### config.mk
export PLATFORM = sky130hd
export DESIGN_NAME = mul_arbiter
export DESIGN_NICKNAME = d
export VERILOG_FILES = /design/src/rtl/mul_arbiter.sv
export SDC_FILE = /design/constraint.sdc
export NUM_CORES = 1
export LEC_CHECK = 0
export ABC_CLOCK_PERIOD_IN_PS = 3100
export BUFFER_PORTS_ARGS = -buffer_cell sky130_fd_sc_hd__buf_4
export CAP_MARGIN = 0
export CORE_UTILIZATION = 40
export CTS_BUF_LIST = sky130_fd_sc_hd__clkbuf_8
export CTS_CLUSTER_DIAMETER = 50
export DETAILED_ROUTE_END_ITERATION = 12
export GPL_TIMING_DRIVEN = 0
export PLACE_DENSITY = 0.67
export SLEW_MARGIN = 20
export SYNTH_ARGS = -nofsm -noshare
export SYNTH_HDL_FRONTEND = slang
export SYNTH_SLANG_ARGS = --single-unit
### constraint.sdc
create_clock -name clk -period 3.1 [get_ports clk]
set_input_delay 0.465 -clock clk [delete_from_list [all_inputs] [get_ports clk]]
set_output_delay 0.465 -clock clk [all_outputs]
set_load 0.005 [all_outputs]
### src/rtl/mul_arbiter.sv
// Two-requester round-robin front end for a shared pipelined multiplier, with credit-gated issue
// and per-requester in-order response FIFOs that resolve the carry-save result.

module mul_arbiter_fifo #(
  parameter int DEPTH = 4,
  parameter int W     = 32
) (
  input  logic         clk,
  input  logic         rst_n,
  input  logic         push,
  input  logic [W-1:0] push_dat,
  input  logic         pop,
  output logic         empty,
  output logic         full,
  output logic         drop,
  output logic [W-1:0] head
);
  localparam int AW = $clog2(DEPTH);
  localparam int CW = $clog2(DEPTH + 1);

  logic [W-1:0]  mem [DEPTH];
  logic [AW-1:0] wr_ptr, rd_ptr;
  logic [CW-1:0] count;
  logic          do_push, do_pop;

  assign empty = (count == '0);
  assign full  = (count == CW'(DEPTH));
  assign do_pop  = pop && !empty;
  // A pop in the same cycle frees the slot, so a full FIFO still accepts the push.
  assign do_push = push && (!full || do_pop);
  assign drop    = push && !do_push;
  assign head    = mem[rd_ptr];

  always_ff @(posedge clk or negedge rst_n) begin
    if (!rst_n) begin
      wr_ptr <= '0;
      rd_ptr <= '0;
      count  <= '0;
      for (int i = 0; i < DEPTH; i++) mem[i] <= '0;
    end else begin
      if (do_push) begin
        mem[wr_ptr] <= push_dat;
        wr_ptr      <= wr_ptr + 1'b1;
      end
      if (do_pop) rd_ptr <= rd_ptr + 1'b1;
      case ({do_push, do_pop})
        2'b10:   count <= count + 1'b1;
        2'b01:   count <= count - 1'b1;
        default: count <= count;
      endcase
    end
  end
endmodule

module mul_arbiter #(
  parameter int LAT    = 3,
  parameter int FDEPTH = 4
) (
  input  logic        clk,
  input  logic        rst_n,
  input  logic        s0_vld,
  output logic        s0_rdy,
  input  logic [15:0] s0_a,
  input  logic [15:0] s0_b,
  input  logic        s1_vld,
  output logic        s1_rdy,
  input  logic [15:0] s1_a,
  input  logic [15:0] s1_b,
  output logic        m_vld,
  output logic [15:0] m_a,
  output logic [15:0] m_b,
  output logic        m_tag,
  input  logic        m_rvld,
  input  logic        m_rtag,
  input  logic [31:0] m_sum0,
  input  logic [31:0] m_sum1,
  output logic        r0_vld,
  input  logic        r0_rdy,
  output logic [31:0] r0_prod,
  output logic        r1_vld,
  input  logic        r1_rdy,
  output logic [31:0] r1_prod,
  output logic        busy,
  output logic        err
);
  localparam int CW = $clog2(FDEPTH + 1);

  // LAT is informational: result timing is owned by the multiplier.
  if (FDEPTH < 2 || (FDEPTH & (FDEPTH - 1)) != 0 || LAT < 0) begin : g_param_chk
    $error("mul_arbiter: FDEPTH must be a power of 2 and at least 2");
  end

  logic [CW-1:0] cred0, cred1;
  logic          ptr;
  logic          elig0, elig1, win0, win1;
  logic          pop0, pop1, empty0, empty1, full0, full1, drop0, drop1;
  logic [31:0]   sum;

  assign elig0 = s0_vld && (cred0 != '0);
  assign elig1 = s1_vld && (cred1 != '0);
  assign win0  = elig0 && (!elig1 || !ptr);
  assign win1  = elig1 && (!elig0 || ptr);
  assign s0_rdy = win0;
  assign s1_rdy = win1;

  always_ff @(posedge clk or negedge rst_n) begin
    if (!rst_n) begin
      m_vld <= 1'b0;
      m_a   <= '0;
      m_b   <= '0;
      m_tag <= 1'b0;
      ptr   <= 1'b0;
    end else begin
      m_vld <= win0 || win1;
      if (win0 || win1) begin
        m_a   <= win1 ? s1_a : s0_a;
        m_b   <= win1 ? s1_b : s0_b;
        m_tag <= win1;
        ptr   <= win0;
      end
    end
  end

  assign pop0 = r0_vld && r0_rdy;
  assign pop1 = r1_vld && r1_rdy;

  // A credit is held from issue until the response leaves its FIFO.
  always_ff @(posedge clk or negedge rst_n) begin
    if (!rst_n) begin
      cred0 <= CW'(FDEPTH);
      cred1 <= CW'(FDEPTH);
    end else begin
      case ({win0, pop0})
        2'b10:   cred0 <= cred0 - 1'b1;
        2'b01:   cred0 <= cred0 + 1'b1;
        default: cred0 <= cred0;
      endcase
      case ({win1, pop1})
        2'b10:   cred1 <= cred1 - 1'b1;
        2'b01:   cred1 <= cred1 + 1'b1;
        default: cred1 <= cred1;
      endcase
    end
  end

  assign sum = m_sum0 + m_sum1;

  mul_arbiter_fifo #(.DEPTH(FDEPTH), .W(32)) u_fifo0 (
    .clk(clk), .rst_n(rst_n),
    .push(m_rvld && !m_rtag), .push_dat(sum), .pop(pop0),
    .empty(empty0), .full(full0), .drop(drop0), .head(r0_prod)
  );

  mul_arbiter_fifo #(.DEPTH(FDEPTH), .W(32)) u_fifo1 (
    .clk(clk), .rst_n(rst_n),
    .push(m_rvld && m_rtag), .push_dat(sum), .pop(pop1),
    .empty(empty1), .full(full1), .drop(drop1), .head(r1_prod)
  );

  assign r0_vld = !empty0;
  assign r1_vld = !empty1;

  always_ff @(posedge clk or negedge rst_n) begin
    if (!rst_n) err <= 1'b0;
    else        err <= err || drop0 || drop1;
  end

  assign busy = (cred0 != CW'(FDEPTH)) || (cred1 != CW'(FDEPTH)) || m_vld;
endmodule

==> out/metrics.yaml, run 1 <==
status:
  status: "complete, no violations"
synthesis:
  synth_edf_count: 0
  synth.distinct_cells: 73
  yosysTopAreaCellShare_pct: 50.6
  synth_cells: 1509
  synth_most_common_cell: "nand2_1"
  synth_top_family_by_area: "simple AND/OR/NAND/NOR gates"
  synth-xor-area-share_pct: 2.51
  synthMuxAreaShare_pct: 11.2
  async_flop_share_pct: 100
  syn_avg_cell_area_um2: 10.2
  yosys-top-cells-area: "dfrtp_1, mux4_2, nand2_1"
  syn_area_um2: 15300
  synthTopCellsByCount: "nand2_1, dfrtp_1, o21ai_0"
  ys_ff_latch: 312
  synthAdderAreaFrac_pct: 4.16
  synth_compound_area_share_pct: 13.2
  synth.net_count: 1693
  ys_seq_area_share_pct: 51.0
  synth_simple_gate_area_share_pct: 14.9
  yosysWarnings: 0
  synthFlopType: "dfrtp_1"
  synth_top_area_cell: "dfrtp_1"
placed_design:
  finalWeightedCongestion: 0.857
  dp_hpwl_mm: 32.2
  port_buffers: 239
  dp_slack_ns: -0.817
  dp_cells: 2262
floorplanning:
  initial_core_util_pct: 40.7
  die_h_um: 198
  coreArea_um2: 37700
  io_pins: 240
  fp.dieW_um: 198
  rows: 71
  die_area_um2: 39100
cells_and_area:
  drive_gt1_share_pct: 23.5
  fillers: 3467
  stdcell_count: 2350
  syn_to_final_growth_pct: 22.8
  nNetsFinal: 1988
  fin_util_pct: 50.0
worst_setup_path:
  cp.arrival_ns: 2.56
  critPathMaxFanout: 10
  r2r.worst_path.cells: 9
  start_kind: "register"
  setup.worst_path.end_class: "output pin"
  worst_ep_required_time_ns: 2.63
  crit_type: "register to output pin"
min_path:
  min_path_type: "primary input to register"
  hold_depth: 2
routing:
  drtPass1Iterations: 5
  vias: 12500
  wl_per_cell_um: 18.5
  drt_iter0_markers: 971
  wl_mm: 43.4
  drtAntennaViolNets: 0
  via_per_inst: 5.32
  drcViolationCount: 0
grt:
  grt_pass1_wl_mm: 68.5
  grt_pass1_vias: 12600
  track_usage_pct: 22.6
  antenna_found_initial: 0
  grt_max_degree: 89
  overflow: 0
clocking:
  cts_made_buffers: 51
  clk_latency_ns: 0.58
  clock_sinks: 312
  htreeDepth: 2
  clockBufferDepth: 3
  cts_tree: "built"
  cts_root_buf: "clkbuf_8"
  path_clk_slew_ns: 0.06
job:
  cap_violations: 0
power_and_ir_drop:
  irDropWorstVdd_mv: 0.333
  power_w: 0.0181
  power_leakage_nw: 8.80
  power.density_nw_per_um2: 961
timing:
  maxSlewHeadroom_pct: 32.5
  max_freq_ghz: 0.330
  fin_ws_ns: 0.0742
  finalSetupViolations: 0
  whs_ns: 0.119
  hold_viol_final: 0
  fin_crit_sh_pct: 97.6
  finalCriticalPeriod_ns: 3.03
  worstMarginPinSlew_ns: 1.01
  rsz0062_at_grt: "no"
  finClkSkew_ns: 0.0199
  drv_slew: 0
==> per-stage QoR <==
| step | instance area (um2) | setup TNS, ns |
|---|---|---|
| floorplan | 15300 | 0 |
| finish | 18800 | 0 |
| global route | 18800 | 0 |
| detailed placement | 17800 | -42.73 |
| global placement | 17800 | -393.85 |
| CTS | 18800 | 0 |
==> placed cells by master (no fill, tap or decap), drive strengths merged, types with 6 or more instances in the layout <==
master and count:
a21o 9, o22ai 33, nor2 118, a2111oi 10, nor2b 7, a21oi 56
nand2 384, buf 255, xnor2 24, mux4 64, nand3 6, nand4 10
and2 11, ha 43, o21ai 201, xor2 20, mux2i 6, clkbuf 132
dfrtp 310, inv 50, mux2 18
==> routing by layer <==
metal  track usage, %  wire length, um  up-vias
met2             36.8            21000      389
met5                0                0        -
met3             2.91             2310       81
met4             7.84             1180        0
met1             31.2            19000     6215
li1                 -                -     5815
==> power by group <==
part	internal [W]	switching (W)	total, W	leakage, nW
Combinational	0.00385	0.00387	0.00772	4.40
Sequential	0.00601	0.00110	0.00711	3.84
Clock	0.00165	0.00162	0.00326	0.555
==> cell type report <==
cell class                      instances  area [um2]  area share (%)
Clock inverter                         31         134           0.711
Timing Repair Buffer                  244        1910            10.2
Sequential cell                       312        7810            41.5
Inverter                               23        86.3           0.459
Buffer                                 89         394            2.09
Antenna cell                            1        2.50          0.0133
Clock buffer                           56         771            4.10
Multi-Input combinational cell       1083        7070            37.6
Tap cell                              511         639            3.40
==> path summary, 6_finish.rpt <==
check,to,from,slack [ns]
setup / recovery,r0_prod[24],u_fifo0.rd_ptr[1],0.07
hold / removal,err,m_rvld,0.12
setup reg to reg,cred1[2],cred1[0],0.38
hold reg to reg,err,err,0.46
max in group asynchronous,u_fifo0.mem[3],rst_n,1.02
min in group asynchronous,u_fifo1.count[0],rst_n,0.44
==> sequential cells by signal, indices dropped and copies added (netlist names) <==
| name | count |
|---|---|
| u_fifo0.rd_ptr | 2 |
| m_tag | 1 |
| u_fifo1.wr_ptr | 2 |
| u_fifo1.rd_ptr | 2 |
| m_a | 16 |
| cred1 | 3 |
| cred0 | 3 |
| m_b | 16 |
| u_fifo0.wr_ptr | 2 |
| err | 1 |
| u_fifo1.mem | 128 |
| u_fifo0.count | 3 |
| u_fifo1.count | 3 |
| u_fifo0.mem | 128 |
| ptr | 1 |
| m_vld | 1 |
==> worst max-delay path: stages (launching register included) <==
cell and delay (ns):
dfrtp_1 0.33, clkbuf_1 0.34, clkbuf_1 0.68, mux4_2 0.48
buf_4 0.17
==> cell families (layout without fill, tap and decap cells) <==
logic type / Yosys count / count (layout)
other cells: 0 / 1
flops: 312 / 312
simple gates: 561 / 561
buf+inv: 114 / 443
mux: 88 / 88
compound gates: 342 / 342
xor+xnor: 44 / 44
fa+ha+maj: 48 / 48
==> timing repair <==
action                     in CTS  in global routing
setup buffers                   0                  1
pin swaps                       0                  1
hold buffers                    1                  0
hold endpoints to repair       70                  0
setup endpoints to repair      64                 34
gates resized for setup        23                  6
No activity file was read; power rests on OpenSTA's default activity.
==> inputs of run 2 (changes only) <==
- CTS_BUF_LIST: sky130_fd_sc_hd__clkbuf_8 -> sky130_fd_sc_hd__clkbuf_4 sky130_fd_sc_hd__clkbuf_8 sky130_fd_sc_hd__clkbuf_16
==> run 2 against run 1 <==
  * Largest cell class unchanged
  * Non-clock buffer count stayed put
  * Clock power is 25% higher
  * Critical path depth is 1 lower
  * Core utilization is 0.67 points higher
  * Power is 4.6% higher
  * Clock skew is 0.0052 ns lower
  * Largest power group unchanged
  * Die area stayed put
==> out/metrics.yaml, run 2 (synthesis gave the netlist of run 1 again) <==
status:
  status: "complete, no violations"  # unchanged
job:
  cap_violations: 0  # unchanged
placed_design:
  finalWeightedCongestion: 0.857  # unchanged
  port_buffers: 239  # unchanged
  placed_cell_area_um2: 17800  # unchanged
  dp_hpwl_mm: 32.2  # unchanged
worst_setup_path:
  slowest_stage: "dfrtp_1"  # was clkbuf_1
  start_kind: "register"  # unchanged
  crit_type: "register to output pin"  # unchanged
  path_cells: "clkdlybuf4s18_2, mux4_2, buf_4"  # was clkbuf_1, clkbuf_1, mux4_2, buf_4
  slowest_delay_ns: 0.67  # was 0.68 ns
  critPathMaxFanout: 10  # unchanged
  worst_ep_required_time_ns: 2.63  # about the same
  cp.arrival_ns: 2.54  # was 2.56 ns
  setup.worst_path.end_class: "output pin"  # unchanged
floorplanning:
  rows: 71  # unchanged
  initial_core_util_pct: 40.7  # unchanged
  fp.dieW_um: 198  # unchanged
  die_area_um2: 39100  # unchanged
  coreArea_um2: 37700  # unchanged
  die_h_um: 198  # unchanged
  io_pins: 240  # unchanged
cells_and_area:
  top_regs: "u_fifo0.mem: 128 flops, u_fifo1.mem: 128 flops"  # unchanged
  final_cell_mix: "nand2_1, dfrtp_1, buf_4"  # unchanged
  nNetsFinal: 1972  # was 1988
  drive_gt1_share_pct: 23.6  # was 23.5%
  fin_area_um2: 19100  # was 18800 um2
  diodes: 0  # was 1
  final_common_cell: "nand2_1"  # unchanged
  syn_to_final_growth_pct: 24.5  # was 22.8%
  fin_util_pct: 50.6  # was 50.0%
clocking:
  clk_latency_ns: 0.51  # was 0.58 ns
  path_clk_slew_ns: 0.05  # was 0.06 ns
  clock_sinks: 312  # unchanged
  cts_tree: "built"  # unchanged
  htreeDepth: 2  # unchanged
  cts_made_buffers: 35  # was 51
  clockBufferDepth: 3  # unchanged
  cts_root_buf: "clkbuf_16"  # was clkbuf_8
power_and_ir_drop:
  power_switching_w: 0.00656  # was 0.00658 W
  power_frac_clock_pct: 21.5  # was 18.0%
  power_leakage_nw: 8.82  # was 8.80 nW
  switching_share_pct: 34.7  # was 36.4%
  irDropWorstVdd_mv: 0.461  # was 0.333 mV
  combPwrFrac_pct: 40.9  # was 42.7%
  seqPwrFrac_pct: 37.5  # was 39.3%
  power.density_nw_per_um2: 992  # was 961 nW/um2
  power.internal_w: 0.0124  # was 0.0115 W
routing:
  vias: 12400  # was 12500
  via_per_inst: 5.35  # was 5.32
  drtPass1Iterations: 6  # was 5
  wl_per_cell_um: 18.6  # was 18.5 um
  drt_iter0_markers: 920  # was 971
  wl_mm: 43.1  # was 43.4 mm
  drcViolationCount: 0  # unchanged
  drtAntennaViolNets: 0  # unchanged
timing:
  finalSetupViolations: 0  # unchanged
  rsz0062_at_grt: "no"  # unchanged
  finClkSkew_ns: 0.0147  # was 0.0199 ns
  worstMarginPinSlew_ns: 1.08  # was 1.01 ns
  fin_crit_sh_pct: 97.0  # was 97.6%
  max_freq_ghz: 0.333  # was 0.330 GHz
  setup-tns-final_ns: 0  # unchanged
  maxSlewHeadroom_pct: 27.6  # was 32.5%
  finalCriticalPeriod_ns: 3.01  # was 3.03 ns
  hold_viol_final: 0  # unchanged
  drv_slew: 0  # unchanged
grt:
  track_usage_pct: 22.6  # about the same
  overflow: 0  # unchanged
  antenna_found_initial: 0  # unchanged
  grt_max_degree: 89  # unchanged
  grt_pass1_wl_mm: 68.5  # about the same
  grt_pass1_vias: 12400  # was 12600
min_path:
  min_path_type: "primary input to register"  # unchanged
==> run 2: changes by cell type in the layout (fill, tap and decap cells not counted), moves of 2 or more <==
cell and delta:
buf_2 -4, clkbuf_16 +35, clkinvlp_4 -2, clkinv_2 +3
clkdlybuf4s15_2 +3, clkbuf_4 +5, bufinv_16 +3, clkbuf_8 -51
inv_1 -26
==> run 2: cell type report <==
cell class	instances	area [um2]
Fill cell	3447	18600
Sequential cell	312	7810
Multi-Input combinational cell	1083	7090
Timing Repair Buffer	244	1910
Clock buffer	45	982
Tap cell	511	639
Buffer	89	418
Clock inverter	10	133
Inverter	23	86.3
==> run 2: what timing repair did <==
action                                 4_1_cts  5_1_grt
cloned                                       0        0
gates resized for setup                     14       10
pin swaps                                    1        1
endpoints found under the hold margin       70        0
setup endpoints to repair                   66       34
setup buffers                                0        1
hold buffers                                 1        0
==> run 2: power groups by stage <==
stage               sequential, W  clock [W]  combinational, W
floorplan                 0.00680          0           0.00457
global placement          0.00697          0           0.00763
detailed placement        0.00710          0           0.00783
CTS                       0.00709    0.00413           0.00783
global route              0.00734    0.00428           0.00855
finish                    0.00710    0.00407           0.00775
==> run 2: critical path, delay by kind of cell (launching register included) <==
family	cells	cell delay [ns]
buffers and inverters	2	0.75
flip-flops	1	0.67
multiplexers	1	0.64
==> run 2: through the flow <==
stage	instances	setup slack, ns	power [W]	hold slack [ns]
5_1_grt	2317	0.00352	0.0202	0.194
2_1_floorplan	1509	0.227	0.0114	0.169
6_report	2317	0.0934	0.0189	0.191
3_5_place_dp	2262	-0.817	0.0149	0.450
4_1_cts	2316	0.0393	0.0190	0.178
3_3_place_gp	2259	-1.20	0.0146	0.445
==> run 2: final timing paths <==
path	startpoint	end	slack, ns	cells past startpoint
setup / recovery	u_fifo0.rd_ptr[0]	r0_prod[24]	0.09	3
hold / removal	m_rvld	err	0.19	2
setup reg to reg	cred1[0]	cred1[2]	0.38	9
hold reg to reg	err	err	0.46	1
max in group asynchronous	rst_n	u_fifo0.mem[38]	0.97	5
min in group asynchronous	rst_n	u_fifo1.count[2]	0.52	2
==> run 2: per-layer routing <==
layer	global-route usage (%)	part of all wire, %	up-vias
met2	37.0	48	337
met4	6.60	2.4	0
met1	31.3	44	6217
li1	-	-	5782
met5	0	0	-
met3	3.03	5.3	67
==> inputs of run 3 (changes only) <==
- SYNTH_HIERARCHICAL: unset -> 1
==> run 3 against run 2 <==
  * Flip-flop and latch count unchanged
  * Via count down 15%
  * Clock skew increased by 0.0052 ns
  * Critical endpoint is now r0_prod[11]
  * Largest cell class unchanged
  * Largest power group unchanged
==> out/metrics.yaml, run 3 <==
cells_and_area:
  final_cell_mix: "dfrtp_1, mux2_2, buf_4"  # was nand2_1, dfrtp_1, buf_4
  fin_util_pct: 51.3  # was 50.6%
  stdcell_count: 1966  # was 2317
  drive_gt1_share_pct: 46.9  # was 23.6%
  nNetsFinal: 1614  # was 1972
  diodes: 0  # unchanged
  final_common_cell: "dfrtp_1"  # was nand2_1
  top_regs: "u_fifo0/mem: 128 flops, u_fifo1/mem: 128 flops"  # was u_fifo0.mem: 128 flops, u_fifo1.mem: 128 flops
  syn_to_final_growth_pct: 24.9  # was 24.5%
power_and_ir_drop:
  power_switching_w: 0.00636  # was 0.00656 W
  combPwrFrac_pct: 41.8  # was 40.9%
  power_leakage_nw: 8.52  # was 8.82 nW
  seqPwrFrac_pct: 35.6  # was 37.5%
  power_w: 0.0202  # was 0.0189 W
  switching_share_pct: 31.5  # was 34.7%
  power_frac_clock_pct: 22.5  # was 21.5%
  irDropWorstVdd_mv: 0.462  # was 0.461 mV
  power.density_nw_per_um2: 1030  # was 992 nW/um2
  power.internal_w: 0.0138  # was 0.0124 W
routing:
  drcViolationCount: 0  # unchanged
  drt_iter0_markers: 564  # was 920
  drtAntennaViolNets: 0  # unchanged
  via_per_inst: 5.34  # was 5.35
  wl_per_cell_um: 20.6  # was 18.6 um
  wl_mm: 40.6  # was 43.1 mm
  drtPass1Iterations: 5  # was 6
  vias: 10500  # was 12400
grt:
  grt_pass1_vias: 10900  # was 12400
  grt_max_degree: 105  # was 89
  grt_pass1_wl_mm: 63.2  # was 68.5 mm
  track_usage_pct: 20.8  # was 22.6%
  overflow: 0  # unchanged
  antenna_found_initial: 0  # unchanged
worst_setup_path:
  path_cells: "clkbuf_1, clkbuf_1, mux4_2, buf_4"  # was clkdlybuf4s18_2, mux4_2, buf_4
  cp.arrival_ns: 2.52  # was 2.54 ns
  r2r.worst_path.cells: 10  # was 9
  crit_family: "buffers and inverters"  # unchanged
  cpMostUsedCell: "clkbuf_1"
  r2r_slack_ns: 0.27  # was 0.38 ns
  slowest_stage: "clkbuf_1"  # was dfrtp_1
  critPathMaxFanout: 10  # unchanged
  cp.depth: 4  # was 3
  r2r_end: "cred0[2]"  # was cred1[2]
  start_kind: "register"  # unchanged
  slowest_delay_ns: 0.62  # was 0.67 ns
  worst_ep_required_time_ns: 2.63  # about the same
  r2r_start: "cred0[0]"  # was cred1[0]
  setup.worst_path.end_class: "output pin"  # unchanged
  crit_type: "register to output pin"  # unchanged
  crit_buf_inv: 3  # was 2
floorplanning:
  rows: 71  # unchanged
  io_pins: 240  # unchanged
  initial_core_util_pct: 41.1  # was 40.7%
  fp.dieW_um: 200  # was 198 um
  die_area_um2: 39800  # was 39100 um2
  die_h_um: 200  # was 198 um
  coreArea_um2: 38000  # was 37700 um2
placed_design:
  port_buffers: 239  # unchanged
  dp_slack_ns: -0.788  # was -0.817 ns
  dp_hpwl_mm: 29.3  # was 32.2 mm
  dp_cells: 1901  # was 2262
  finalWeightedCongestion: 0.902  # was 0.857
timing:
  maxSlewHeadroom_pct: 35.3  # was 27.6%
  hold_viol_final: 0  # unchanged
  fin_crit_sh_pct: 96.4  # was 97.0%
  max_freq_ghz: 0.335  # was 0.333 GHz
  setup-tns-final_ns: 0  # unchanged
  finalCriticalPeriod_ns: 2.99  # was 3.01 ns
  rsz0062_at_grt: "no"  # unchanged
  worstMarginPinSlew_ns: 0.967  # was 1.08 ns
  fin_ws_ns: 0.111  # was 0.0934 ns
  finalSetupViolations: 0  # unchanged
  drv_slew: 0  # unchanged
  finClkSkew_ns: 0.0199  # was 0.0147 ns
clocking:
  htreeDepth: 2  # unchanged
  clock_sinks: 312  # unchanged
  cts_tree: "built"  # unchanged
  clk_latency_ns: 0.53  # was 0.51 ns
  cts_root_buf: "clkbuf_16"  # unchanged
  post_cts_buffers: 0  # unchanged
  clockBufferDepth: 3  # unchanged
  cts_made_buffers: 37  # was 35
  path_clk_slew_ns: 0.06  # was 0.05 ns
min_path:
  min_path_type: "primary input to register"  # unchanged
  hold_depth: 3  # was 2
  hold_start: "s1_b[2]"  # was m_rvld
  min_to: "m_b[2]"  # was err
synthesis:
  syn_area_um2: 15600  # was 15300 um2
  syn_avg_cell_area_um2: 13.6  # was 10.2 um2
  synth.net_count: 1332  # was 1693
  synth_cells: 1148  # was 1509
  yosysWarnings: 6  # was 0
status:
  status: "complete, no violations"  # unchanged
job:
  cap_violations: 0  # unchanged
-- run 3: tightest hold or removal path: stages --
cell	delay, ns
buf_4	0.08
o22ai_1	0.05
nor2_1	0.07
-- run 3: through the flow --
step                      cell area [um2]  hold slack (ns)
final                               19500            0.188
after global routing                19500            0.190
after CTS                           19400            0.171
after detailed placement            18100            0.300
after global placement              18000            0.464
after floorplan                     15600            0.169
-- run 3: metal layers --
| metal | wire (um) | track usage (%) | vias up |
|---|---|---|---|
| met5 | 0 | 0 | - |
| met4 | 788 | 5.06 | 0 |
| met3 | 2170 | 2.70 | 59 |
| met2 | 19400 | 34.2 | 298 |
| met1 | 18300 | 29.2 | 5363 |
| li1 | - | - | 4771 |
-- run 3: power by group through the flow --
stage,combinational [W],clock [W],sequential (W)
after global routing,0.00914,0.00482,0.00746
after CTS,0.00855,0.00467,0.00719
after global placement,0.00834,0,0.00710
after detailed placement,0.00851,0,0.00724
after floorplan,0.00521,0,0.00693
final,0.00843,0.00455,0.00719
-- run 3: cell type report --
cell class                      instances  area, um2
Buffer                                 61        425
Clock buffer                           48       1050
Clock inverter                         16        240
Fill cell                            3373      18500
Inverter                               24       90.1
Multi-Input combinational cell        751       7340
Sequential cell                       312       7810
Tap cell                              511        639
Timing Repair Buffer                  243       1890
-- run 3: what timing repair did --
action,in CTS,in global routing
hold buffers,1,0
resized for setup,2,8
hold endpoints to repair,18,0
setup endpoints to repair,10,50
-- run 3: worst max-delay path by stage --
| stage | from | endpoint |
|---|---|---|
| after global placement | rst_n | u_fifo1/mem[94] |
| after floorplan | m_sum0[0] | u_fifo0/mem[124] |
| after global routing | u_fifo0/rd_ptr[1] | r0_prod[11] |
| after detailed placement | m_sum0[0] | u_fifo0/mem[28] |
| after CTS | m_sum0[0] | u_fifo0/mem[18] |
| final | u_fifo0/rd_ptr[1] | r0_prod[11] |
